==> src/rtl/fp_mul_pkg.sv <==
// Shared types and constants for the binary32 multiplier datapath.
package fp_mul_pkg;

  typedef enum logic [2:0] {
    RNE = 3'd0,
    RTZ = 3'd1,
    RDN = 3'd2,
    RUP = 3'd3,
    RMM = 3'd4
  } r_mode_e;

  localparam logic [31:0] QNAN    = 32'h7FC0_0000;
  localparam logic [30:0] MAX_FIN = 31'h7F7F_FFFF;
  localparam int          BIAS    = 127;

  // Internal exponent width: wide enough that +1 normalization and rounding
  // carries never wrap a 10-bit signed input exponent.
  localparam int NE_W = 16;

  typedef struct packed {
    logic            sign;
    logic [NE_W-1:0] e;
    logic [22:0]     mant;
    logic            g;
    logic            s;
    r_mode_e         mode;
    logic            zero;
    logic            inf;
    logic            nan;
  } norm_t;

  // Encodings 5-7 are reserved and behave as round-to-nearest-even.
  function automatic r_mode_e decode_mode(input logic [2:0] m);
    if (m > 3'd4) return RNE;
    return r_mode_e'(m);
  endfunction

endpackage

==> src/rtl/fp_round_inc.sv <==
// Rounding increment decision shared by the multiplier's rounding paths.
module fp_round_inc
  import fp_mul_pkg::*;
(
  input  r_mode_e mode,
  input  logic    sign,
  input  logic    lsb,
  input  logic    g,
  input  logic    s,
  output logic    inc
);

  always_comb begin
    inc = 1'b0;
    case (mode)
      RNE:     inc = g & (s | lsb);
      RTZ:     inc = 1'b0;
      RDN:     inc = sign & (g | s);
      RUP:     inc = ~sign & (g | s);
      RMM:     inc = g;
      default: inc = g & (s | lsb);
    endcase
  end

endmodule

==> src/rtl/fp_mul_round_pack.sv <==
// Normalize, round and pack the 48-bit significand product into binary32.
// Optional gradual underflow via FP_MUL_SUBNORMAL_EN (default: flush-to-zero).
module fp_mul_round_pack
  import fp_mul_pkg::*;
#(
  parameter int EXP_W  = 10,
  parameter int PROD_W = 48
) (
  input  logic              clk,
  input  logic              rst,
  input  logic              in_valid,
  output logic              in_ready,
  input  logic              in_sign,
  input  logic [EXP_W-1:0]  in_exp,
  input  logic [PROD_W-1:0] in_prod,
  input  logic              in_zero,
  input  logic              in_inf,
  input  logic              in_nan,
  input  logic [2:0]        r_mode,
  output logic              out_valid,
  input  logic              out_ready,
  output logic [31:0]       fp_Z,
  output logic              ovrf,
  output logic              udrf
);

  localparam logic signed [NE_W-1:0] E_ZERO = NE_W'(0);
  localparam logic signed [NE_W-1:0] E_OVF  = NE_W'(255);

  logic                   en;
  logic                   vld_p1;
  norm_t                  norm_d;
  norm_t                  norm_p1;
  logic signed [NE_W-1:0] exp_ext;

  assign en       = !out_valid || out_ready;
  assign in_ready = en;
  assign exp_ext  = {{(NE_W-EXP_W){in_exp[EXP_W-1]}}, in_exp};

  // Overflow saturates to infinity unless the mode rounds toward zero for this sign.
  function automatic logic ovf_to_inf(input r_mode_e mode, input logic sign);
    case (mode)
      RTZ:     return 1'b0;
      RDN:     return sign;
      RUP:     return ~sign;
      default: return 1'b1;
    endcase
  endfunction

  // ---- stage 1: normalize product into [1,2) ----
  always_comb begin
    norm_d      = '0;
    norm_d.sign = in_sign;
    norm_d.mode = decode_mode(r_mode);
    norm_d.zero = in_zero;
    norm_d.inf  = in_inf;
    norm_d.nan  = in_nan;
    if (in_prod[PROD_W-1]) begin
      norm_d.mant = in_prod[46:24];
      norm_d.g    = in_prod[23];
      norm_d.s    = |in_prod[22:0];
      norm_d.e    = exp_ext + NE_W'(1);
    end else begin
      norm_d.mant = in_prod[45:23];
      norm_d.g    = in_prod[22];
      norm_d.s    = |in_prod[21:0];
      norm_d.e    = exp_ext;
    end
  end

  always_ff @(posedge clk) begin
    if (rst) begin
      vld_p1 <= 1'b0;
    end else if (en) begin
      vld_p1 <= in_valid;
    end
  end

  always_ff @(posedge clk) begin
    if (en && in_valid) begin
      norm_p1 <= norm_d;
    end
  end

  // ---- stage 2: round and pack ----
  logic signed [NE_W-1:0] e_p1;
  logic signed [NE_W-1:0] e_rnd;
  logic                   inc_n;
  logic                   c_n;
  logic [22:0]            m_n;

  assign e_p1 = $signed(norm_p1.e);

  fp_round_inc u_inc_norm (
    .mode (norm_p1.mode),
    .sign (norm_p1.sign),
    .lsb  (norm_p1.mant[0]),
    .g    (norm_p1.g),
    .s    (norm_p1.s),
    .inc  (inc_n)
  );

  assign {c_n, m_n} = {1'b0, norm_p1.mant} + 24'(inc_n);
  assign e_rnd      = e_p1 + NE_W'(c_n);

`ifdef FP_MUL_SUBNORMAL_EN
  localparam logic signed [NE_W-1:0] E_ONE    = NE_W'(1);
  localparam logic signed [NE_W-1:0] E_SH_MAX = NE_W'(25);

  logic signed [NE_W-1:0] sh_full;
  logic [4:0]             sh;
  logic [48:0]            wide;
  logic [22:0]            mant_s;
  logic [22:0]            m_s;
  logic                   g_s;
  logic                   s_s;
  logic                   inc_s;
  logic                   c_s;

  // Denormalize: the hidden bit moves into the fraction; everything
  // shifted past the guard position collapses into sticky.
  assign sh_full = E_ONE - e_p1;
  assign sh      = (sh_full > E_SH_MAX) ? 5'd25 : sh_full[4:0];
  assign wide    = 49'({1'b1, norm_p1.mant, norm_p1.g, 25'b0} >> sh);
  assign mant_s  = wide[48:26];
  assign g_s     = wide[25];
  assign s_s     = (|wide[24:0]) | norm_p1.s;

  fp_round_inc u_inc_sub (
    .mode (norm_p1.mode),
    .sign (norm_p1.sign),
    .lsb  (mant_s[0]),
    .g    (g_s),
    .s    (s_s),
    .inc  (inc_s)
  );

  assign {c_s, m_s} = {1'b0, mant_s} + 24'(inc_s);
`endif

  logic [31:0] res_z;
  logic        res_ov;
  logic        res_ud;

  always_comb begin
    res_z  = '0;
    res_ov = 1'b0;
    res_ud = 1'b0;
    if (norm_p1.nan) begin
      res_z = QNAN;
    end else if (norm_p1.inf) begin
      res_z = {norm_p1.sign, 8'hFF, 23'h0};
    end else if (norm_p1.zero) begin
      res_z = {norm_p1.sign, 31'h0};
    end else if (e_p1 <= E_ZERO) begin
`ifdef FP_MUL_SUBNORMAL_EN
      // A rounding carry into bit 23 lands naturally in exponent field 1.
      res_z  = {norm_p1.sign, 7'h0, c_s, m_s};
      res_ud = g_s | s_s;
`else
      res_z  = {norm_p1.sign, 31'h0};
      res_ud = 1'b1;
`endif
    end else if (e_rnd >= E_OVF) begin
      res_ov = 1'b1;
      res_z  = ovf_to_inf(norm_p1.mode, norm_p1.sign) ? {norm_p1.sign, 8'hFF, 23'h0}
                                                      : {norm_p1.sign, MAX_FIN};
    end else begin
      res_z = {norm_p1.sign, e_rnd[7:0], m_n};
    end
  end

  // ---- output register ----
  always_ff @(posedge clk) begin
    if (rst) begin
      out_valid <= 1'b0;
      fp_Z      <= '0;
      ovrf      <= 1'b0;
      udrf      <= 1'b0;
    end else if (en) begin
      out_valid <= vld_p1;
      if (vld_p1) begin
        fp_Z <= res_z;
        ovrf <= res_ov;
        udrf <= res_ud;
      end
    end
  end

endmodule

==> config.mk <==
export PLATFORM = sky130hd
export DESIGN_NAME = fp_mul_round_pack
export DESIGN_NICKNAME = d
export VERILOG_FILES = /design/src/rtl/fp_mul_pkg.sv /design/src/rtl/fp_round_inc.sv /design/src/rtl/fp_mul_round_pack.sv
export SDC_FILE = /design/constraint.sdc
export NUM_CORES = 1
export LEC_CHECK = 0
export ABC_AREA = 0
export BUFFER_PORTS_ARGS = -buffer_cell sky130_fd_sc_hd__buf_2
export CAP_MARGIN = 20
export CORE_ASPECT_RATIO = 0.75
export CORE_UTILIZATION = 51
export DETAILED_ROUTE_END_ITERATION = 10
export PLACE_DENSITY = 0.77
export SLEW_MARGIN = 10
export SYNTH_ARGS = -nofsm -noshare
export SYNTH_HDL_FRONTEND = slang
export SYNTH_SLANG_ARGS = --single-unit
==> constraint.sdc <==
create_clock -name clk -period 11.1 [get_ports clk]
set_clock_uncertainty 0.15 [all_clocks]
set_input_delay 2.775 -clock clk [delete_from_list [all_inputs] [get_ports clk]]
set_output_delay 2.775 -clock clk [all_outputs]
set_load 0.03 [all_outputs]
==> After elaboration in Yosys (flattened, before gate mapping) <==
Cells that the tools add are included.
{ "op_classes": {"multipliers": 0, "eq_ne": 4, "n_bitwise": 6, "shifts": 0, "n_mux": 26, "reduce_logical": 6, "add_sub_neg": 3, "n_div": 0, "magnitude_cmp": 3} }
{ "op_table": {"columns": ["operator", "n"], "rows": [
  ["31-bit 2-to-1 mux", 4],
  ["41-bit 2-to-1 mux", 1],
  ["32-bit 2-to-1 mux", 1],
  ["23-bit by 1-bit adder with 24-bit output", 1],
  ["24-bit 2-to-1 mux", 1],
  ["23-bit OR reduction", 1],
  ["22-bit OR reduction", 1],
  ["16-bit by 1-bit adder with 16-bit output", 1],
  ["16-bit by 9-bit greater-or-equal comparator with 1-bit output, second input constant", 1],
  ["16-bit by 1-bit less-or-equal comparator with 1-bit output, second input constant", 1],
  ["1-bit 2-to-1 mux", 15],
  ["10-bit by 2-bit adder with 11-bit output, second input constant", 1],
  ["3-bit by 2-bit equality test with 1-bit output, second input constant", 2],
  ["3-bit 2-to-1 mux", 2],
  ["1-bit case mux with 4 select lines", 1],
  ["1-bit AND", 3],
  ["3-bit by 1-bit equality test with 1-bit output, second input constant", 1],
  ["3-bit equality test, second input constant", 1],
  ["3-bit > comparator, second input constant", 1],
  ["1-bit case mux with 3 select lines", 1],
  ["1-bit bitwise OR", 2],
  ["2-bit AND reduction", 1],
  ["1-bit logical AND", 1],
  ["1-bit zero test", 1],
  ["other kinds (2)", 2]
]} }
{ "totals": {"memories": 0, "ramBits": 0, "elab_cells": 62, "rom_bits": 0, "output_inout_bits": 36, "inputBits": 69, "reg_bits": 84, "latchBits": 0} }

==> Depth between registers and ports, before layout <==
Gate-level depths: netlist of the first run.
{ "depth": {"ltp_word": 17, "ltp_mapped": 18, "depth_no_buf": 17} }

==> Modules after synthesis <==
A second synthesis of the first run with hierarchy kept.
{ "hier_totals": {"hier_cells": 387, "hier_area_um2": 4103.9} }
{ "modules_own_cells": {"columns": ["mod", "cells_each", "seq_area_each_um2", "n_inst", "area_each_um2"], "rows": [
  ["fp_mul_round_pack", 380, 2011.9, 1, 4048.9],
  ["fp_round_inc", 7, 0.0, 1, 55.1]
]} }

==> Worst setup path before layout of the first run <==
OpenSTA, ideal clock, no wires.
{ "synth_path": {"kind": "input -> output", "start": "in out_ready", "end": "out in_ready", "path_slack_ns": 4.934, "arrival_ns": 3.241, "n_path_buf": 1, "required_ns": 8.175, "stages": 2, "cell_sequence": "nand2b_1 -> clkbuf_1"} }
{ "synth_between": {"elab_chain_len": 1} }
{ "synth_lines": {"columns": ["item", "line_no", "rtl"], "rows": [
  ["start, declared", "fp_mul_round_pack.sv:21", "input logic out_ready,"],
  ["1-bit logical OR", "fp_mul_round_pack.sv:36", "assign en = !out_valid || out_ready;"],
  ["end, declared", "fp_mul_round_pack.sv:12", "output logic in_ready,"]
]} }
Every way passes these cells.

==> Worst setup path in the final report of the first run <==
Ends and elaborated chain as after synthesis.

==> results.toml, run 1 <==
[yosys]
synth-seq-cells = 79
yosysTopAreaCell = "edfxtp_1"
synth.cell_area_um2 = 4230
yosys-top-cells-count = "nand2_1 (45), edfxtp_1 (43), dfxtp_1 (36)"
synthCells = 392
ys_types = 54
synth_async_sr_flop_share_pct = 0
synth_nets = 466
yosysSeqAreaShare_pct = 47.6
synth_top_area_share_pct = 30.5
ys_top_cells_by_area = "edfxtp_1 (31%), dfxtp_1 (17%), a221oi_2 (7.1%)"
ys_warn_count = 0
synthMostInstantiatedCell = "nand2_1"
synth-edff-count = 43
syn-mean-instance-area_um2 = 10.8
synth_flop_cell = "edfxtp_1"

[cts]
clock_latency_ns = 0.35
htree_levels = 3
cts.repair.resized = 0
cts_tree = "yes"
cts.path.max_buffers = 2
cts_buffers = 9
clockRootBuffer = "clkbuf_8"
hold_buffers = 0
clk_pin_slew_worst_paths_ns = 0.07
post-cts-setup-buffers = 0
clock_sinks = 79

[sta]
rsz0062_at_grt = "false"
hold_viol_final = 0
setup_viol = 0
fin_tns_setup_ns = 0
setup_ws_ns = 4.87
relSlewSlack_pct = 33.3
period_share_pct = 56.1
tightest_slew_ns = 1.00
clock.fmax_mhz = 161
drv_slew = 0
layout_min_cycle_time_ns = 6.23

[min_path]
whs_path_depth = 2
hold_start = "fp_Z[31]"
hp-class = "reg -> reg"
whs_endpoint = "fp_Z[31]"

[critical_path]
reg2reg_to = "fp_Z[6]"
r2r-start = "norm_p1[3]"
worstPathArrival_ns = 3.30
rrSetupSlack_ns = 6.46
required_ns = 8.18
cp_num_buf_inv = 2
end_kind = "output pin"
worstSetupPathType = "in -> out"
cp_slowest_cell = "nand2b_1"
cp_top_family = "buffers and inverters"
cpMostUsedCell = "buf_2"
startpoint_type = "primary input"
reg2reg_depth = 18
crit_fanout = 7
path_cells = "buf_2 -> nand2b_1 -> buf_2"
worst_path_largest_cell_delay_ns = 0.22

[final_layout]
nNetsFinal = 565
diodes = 0
area_growth_pct = 19.4
drive_gt1_share_pct = 35.1
fillCellCount = 617
finalInstanceArea_um2 = 5050

[global_route]
overflow = 0
grt_pass1_vias = 3104
grt_usage_pct = 22.0
antenna_found_initial = 0
grt_max_degree = 45
met3_usage_pct = 5.30
grtUsageMet2_pct = 33.9
grt_pass1_wl_um = 14700
top_usage_layer = "met2"
use_met1_pct = 30.7

[die]
die_h_um = 80.9
initial_core_util_pct = 53.2
rows = 28
io_pins = 105
core-area_um2 = 7950
fp.dieArea_um2 = 8660
die_w_um = 107

[drt]
drt_iter0_markers = 175
drt_wl_total_um = 9280
route.vias.total = 3347
dr.pass1.iters = 4
drc = 0
vias_per_cell = 5.57
ant_nets = 0
routedWlPerCell_um = 15.4

[place]
place_congestion = 0.855
place_area_um2 = 4830
port_buffers = 104
place_hpwl_um = 7040
place_ws_ns = 4.86

[power_and_ir_drop]
switching_share_pct = 25.6
p_int_uw = 485
combPwrFrac_pct = 13.1
seqPwrFrac_pct = 52.1
vdd_drop_max_v = 0.0000720
power_density_nw_per_um2 = 129
clkPwrFrac_pct = 34.8
p_switching_uw = 167
p_leak_uw = 0.00188
power_uw = 653

[status]
status = "finished, final reports clean"

[run]
drv_cap = 0
==> cells in the final DEF (no fill, tap or decap), drive strengths merged, types with 6 or more instances in the layout <==
cell	n
nor4	8
mux2	25
dfxtp	36
inv	7
a211oi	9
nor2	24
a221oi	21
xnor2	23
buf	106
clkbuf	9
nand2	46
nand3	16
and2	6
nand4	12
xor2	12
edfxtp	43
a21oi	29
==> through the flow <==
step | std cells | hold slack (ns) | utilization, %
floorplan | 392 | 0.327 | -
global placement | 584 | 0.297 | 60.4
detailed placement | 585 | 0.310 | 60.8
CTS | 601 | 0.318 | 63.5
global route | 601 | 0.360 | 63.5
finish | 601 | 0.316 | 63.5
==> metal layers <==
metal  vias to the layer above  routed length, um
met1                      1526               4480
met5                         -                  0
li1                       1684                  -
met3                         9                660
met2                       128               4030
met4                         0                107
==> flip-flops by register name (all words and copies together) (netlist names) <==
| register | cells |
|---|---|
| fp_Z | 32 |
| norm_p1 | 32 |
| e_p1 | 11 |
| out_valid | 1 |
| ovrf | 1 |
| udrf | 1 |
| vld_p1 | 1 |
==> worst max path at each step <==
stage,startpoint,endpoint,cells after the start
finish,out_ready,in_ready,3
global route,out_ready,in_ready,3
CTS,out_ready,in_ready,3
detailed placement,out_ready,in_ready,3
global placement,out_ready,in_ready,3
floorplan,out_ready,in_ready,2
==> power groups by stage <==
| stage | logic [uW] | clock network, uW | registers (uW) |
|---|---|---|---|
| after detailed placement | 84.8 | 0 | 346 |
| after global routing | 93.3 | 243 | 342 |
| final | 85.4 | 227 | 340 |
| after CTS | 85.4 | 231 | 339 |
| after global placement | 82.7 | 0 | 345 |
| after floorplan | 51.0 | 0 | 349 |
==> tightest hold or removal path, delay by kind of cell (launching register included) <==
family,cells,cell delay (ns)
flops,1,0.31
compound gates,1,0.05
simple gates,1,0.06
==> cell type report <==
type / count / area (um2) / share of cell area [%]
Multi-Input combinational cell: 288 / 2110 / 41.8
Clock buffer: 9 / 124 / 2.45
Tap cell: 105 / 131 / 2.60
Clock inverter: 7 / 87.6 / 1.74
Timing Repair Buffer: 106 / 556 / 11.0
Sequential cell: 79 / 2010 / 39.9
Inverter: 7 / 26.3 / 0.521
==> cell families (layout without fill, tap and decap cells) <==
kind of cell / count (synthesis) / count (layout) / share of synthesized area [%]
mux: 25 / 25 / 6.66
buf+inv: 25 / 129 / 2.63
flops: 79 / 79 / 47.6
xor+xnor: 35 / 35 / 7.25
compound gates: 83 / 83 / 17.5
fa+ha+maj: 5 / 5 / 1.48
simple gates: 140 / 140 / 16.8
Power figures use the tool's default switching activity.
==> inputs of run 2 (changes only) <==
- ABC_AREA: 0 -> 1
- CORE_UTILIZATION: 51 -> 49
- clock period: 11.1 -> 5.4 ns (I/O delays scaled with it)
==> run 2 against run 1 <==
Net effect:
- design area increased by 2.7%
- core utilization decreased by 2.7 points
- sequential share of layout area decreased by 1.0 points
- sequential power increased by 110%
- non-clock buffer count decreased by 1
- setup slack got worse by 3.7 ns
- clock power increased by 140%
==> results.toml, run 2 <==
[power_and_ir_drop]
p_leak_uw = 0.00234
power_uw = 1430
switching_share_pct = 27.0
p_int_uw = 1040
power_density_nw_per_um2 = 276
clkPwrFrac_pct = 38.0
vdd_drop_max_v = 0.000218
p_switching_uw = 386
seqPwrFrac_pct = 49.0
combPwrFrac_pct = 13.0

[critical_path]
end_kind = "flip-flop"
required_ns = 5.45
worstSetupPathType = "reg -> reg"
startpoint_type = "flip-flop"
crit_fanout = 24
r2r-start = "norm_p1[47]"
crit_start = "norm_p1[47]"
worstPathArrival_ns = 4.28

[yosys]
synth-simple-area-share_pct = 32.7
synth_top_family_by_area = "simple AND/OR/NAND/NOR gates"
synth-edff-count = 43
synth_nets = 641
synth_xor_area_share_pct = 6.04
synth_async_sr_flop_share_pct = 0
synth.cell_area_um2 = 4350
synth-seq-cells = 79
ys_top_cells_by_area = "edfxtp_1 (30%), nand2_1 (17%), dfxtp_1 (17%)"
synth_flop_cell = "edfxtp_1"
synthMostInstantiatedCell = "nand2_1"
synth_compound_area_share_pct = 7.08
synth_top_area_share_pct = 29.7
yosys-top-cells-count = "nand2_1 (198), nand3_1 (47), inv_1 (45)"
ys_types = 34
yosysSeqAreaShare_pct = 46.2
synth_adder_area_share_pct = 1.44
synthMuxAreaShare_pct = 0
syn-mean-instance-area_um2 = 7.67
synthCells = 567
ys_warn_count = 0
yosysTopAreaCell = "edfxtp_1"

[global_route]
antenna_found_initial = 0
met3_usage_pct = 6.03
grt_pass1_vias = 3638
top_usage_layer = "met2"
use_met1_pct = 34.0
overflow = 0
grtUsageMet2_pct = 35.0
grt_usage_pct = 23.6
grt_pass1_wl_um = 17300
grt_max_degree = 44

[cts]
clock_latency_ns = 0.34
clockRootBuffer = "clkbuf_16"
hold_buffers = 0
cts_buffers = 9
clk_pin_slew_worst_paths_ns = 0.06
post-cts-setup-buffers = 0
cts.repair.resized = 0
htree_levels = 3
clock_sinks = 79
cts_tree = "yes"
cts.path.max_buffers = 2

[final_layout]
reg.largest.list = "fp_Z x32, norm_p1 x32, e_p1 x11"
final_common_cell = "nand2_1"
diodes = 0
area_growth_pct = 19.1
utilization_pct = 60.7
final_cell_mix = "nand2_1 (198), buf_2 (104), nand3_1 (47)"
finalNonFillerCells = 779
nNetsFinal = 740
fillCellCount = 791
drive_gt1_share_pct = 20.0

[status]
status = "finished, final reports clean"

[run]
drv_cap = 0

[sta]
layout_min_cycle_time_ns = 4.23
relSlewSlack_pct = 43.1
clock.fmax_mhz = 236
period_share_pct = 78.3
tightest_slew_ns = 0.852
hold_viol_final = 0
setup_viol = 0
rsz0062_at_grt = "false"
drv_slew = 0
fin_tns_setup_ns = 0

[drt]
drt_iter0_markers = 272
vias_per_cell = 5.19
ant_nets = 0
drc = 0
routedWlPerCell_um = 13.4
drt_wl_total_um = 10500
route.vias.total = 4040
dr.pass1.iters = 5

[die]
core-area_um2 = 8530
initial_core_util_pct = 51.0
rows = 29
fp.dieArea_um2 = 9260
die_h_um = 83.6
die_w_um = 111
io_pins = 105

[place]
port_buffers = 104
dp_cells = 763
place_congestion = 0.889
place_hpwl_um = 8040

[min_path]
hp-class = "reg -> reg"
hold_start = "fp_Z[5]"
==> run 2: final cells by class <==
cell class	count	area (um2)	area share (%)
multi-input cells	423	2060	39.7
flip-flops and latches	79	2010	38.8
repair buffers	105	528	10.2
clock buffers	10	229	4.42
inverters	48	183	3.53
well taps	108	135	2.61
clock inverters	6	37.5	0.725
==> run 2: path summary, 6_finish.rpt <==
kind	slack, ns	endpoint	cells past startpoint
min reg2reg	0.31	fp_Z[5]	2
min	0.31	fp_Z[5]	2
max reg2reg	1.17	fp_Z[19]	22
max	1.17	fp_Z[19]	22
==> run 2: power groups by stage <==
stage,clock network (uW),registers (uW),logic (uW)
after global routing,577,705,208
after global placement,0,712,182
after detailed placement,0,713,186
after floorplan,0,717,112
final,544,701,186
after CTS,554,700,187
==> run 2: critical path, stage by stage, from the launching register on <==
cell,delay (ns)
edfxtp_1,0.42
xnor2_1,0.15
nor3_1,0.20
o21ai_0,0.14
a32oi_1,0.17
ha_1,0.24
nand2_1,0.15
inv_1,0.12
nand4_1,0.11
nor4_1,0.26
ha_1,0.25
ha_1,0.23
nand2_1,0.13
nor2_2,0.15
nand2_1,0.10
nand2_1,0.07
nand3_1,0.07
nor2_1,0.08
nand2_1,0.06
nand2_2,0.09
nand3_2,0.37
nand3_1,0.26
a21oi_1,0.09
==> run 2: logic make-up after synthesis <==
group,count (synthesis)
simple gates,329
flops,79
buf+inv,65
compound gates,59
xor+xnor,30
fa+ha+maj,5
==> run 2: metal layers <==
metal / up-vias / share of wire, % / routed length [um]
li1: 2064 / - / -
met2: 169 / 42 / 4380
met4: 0 / 0.90 / 94
met1: 1798 / 50 / 5220
met5: - / 0 / 0
met3: 9 / 7.3 / 763
==> run 2: metrics by stage <==
step	area (um2)	worst slack (ns)	hold WS, ns
2_1_floorplan	4350	1.95	0.308
3_3_place_gp	4910	1.50	0.300
3_5_place_dp	4910	1.17	0.305
4_1_cts	5180	1.18	0.314
5_1_grt	5180	0.778	0.346
6_report	5180	1.17	0.313
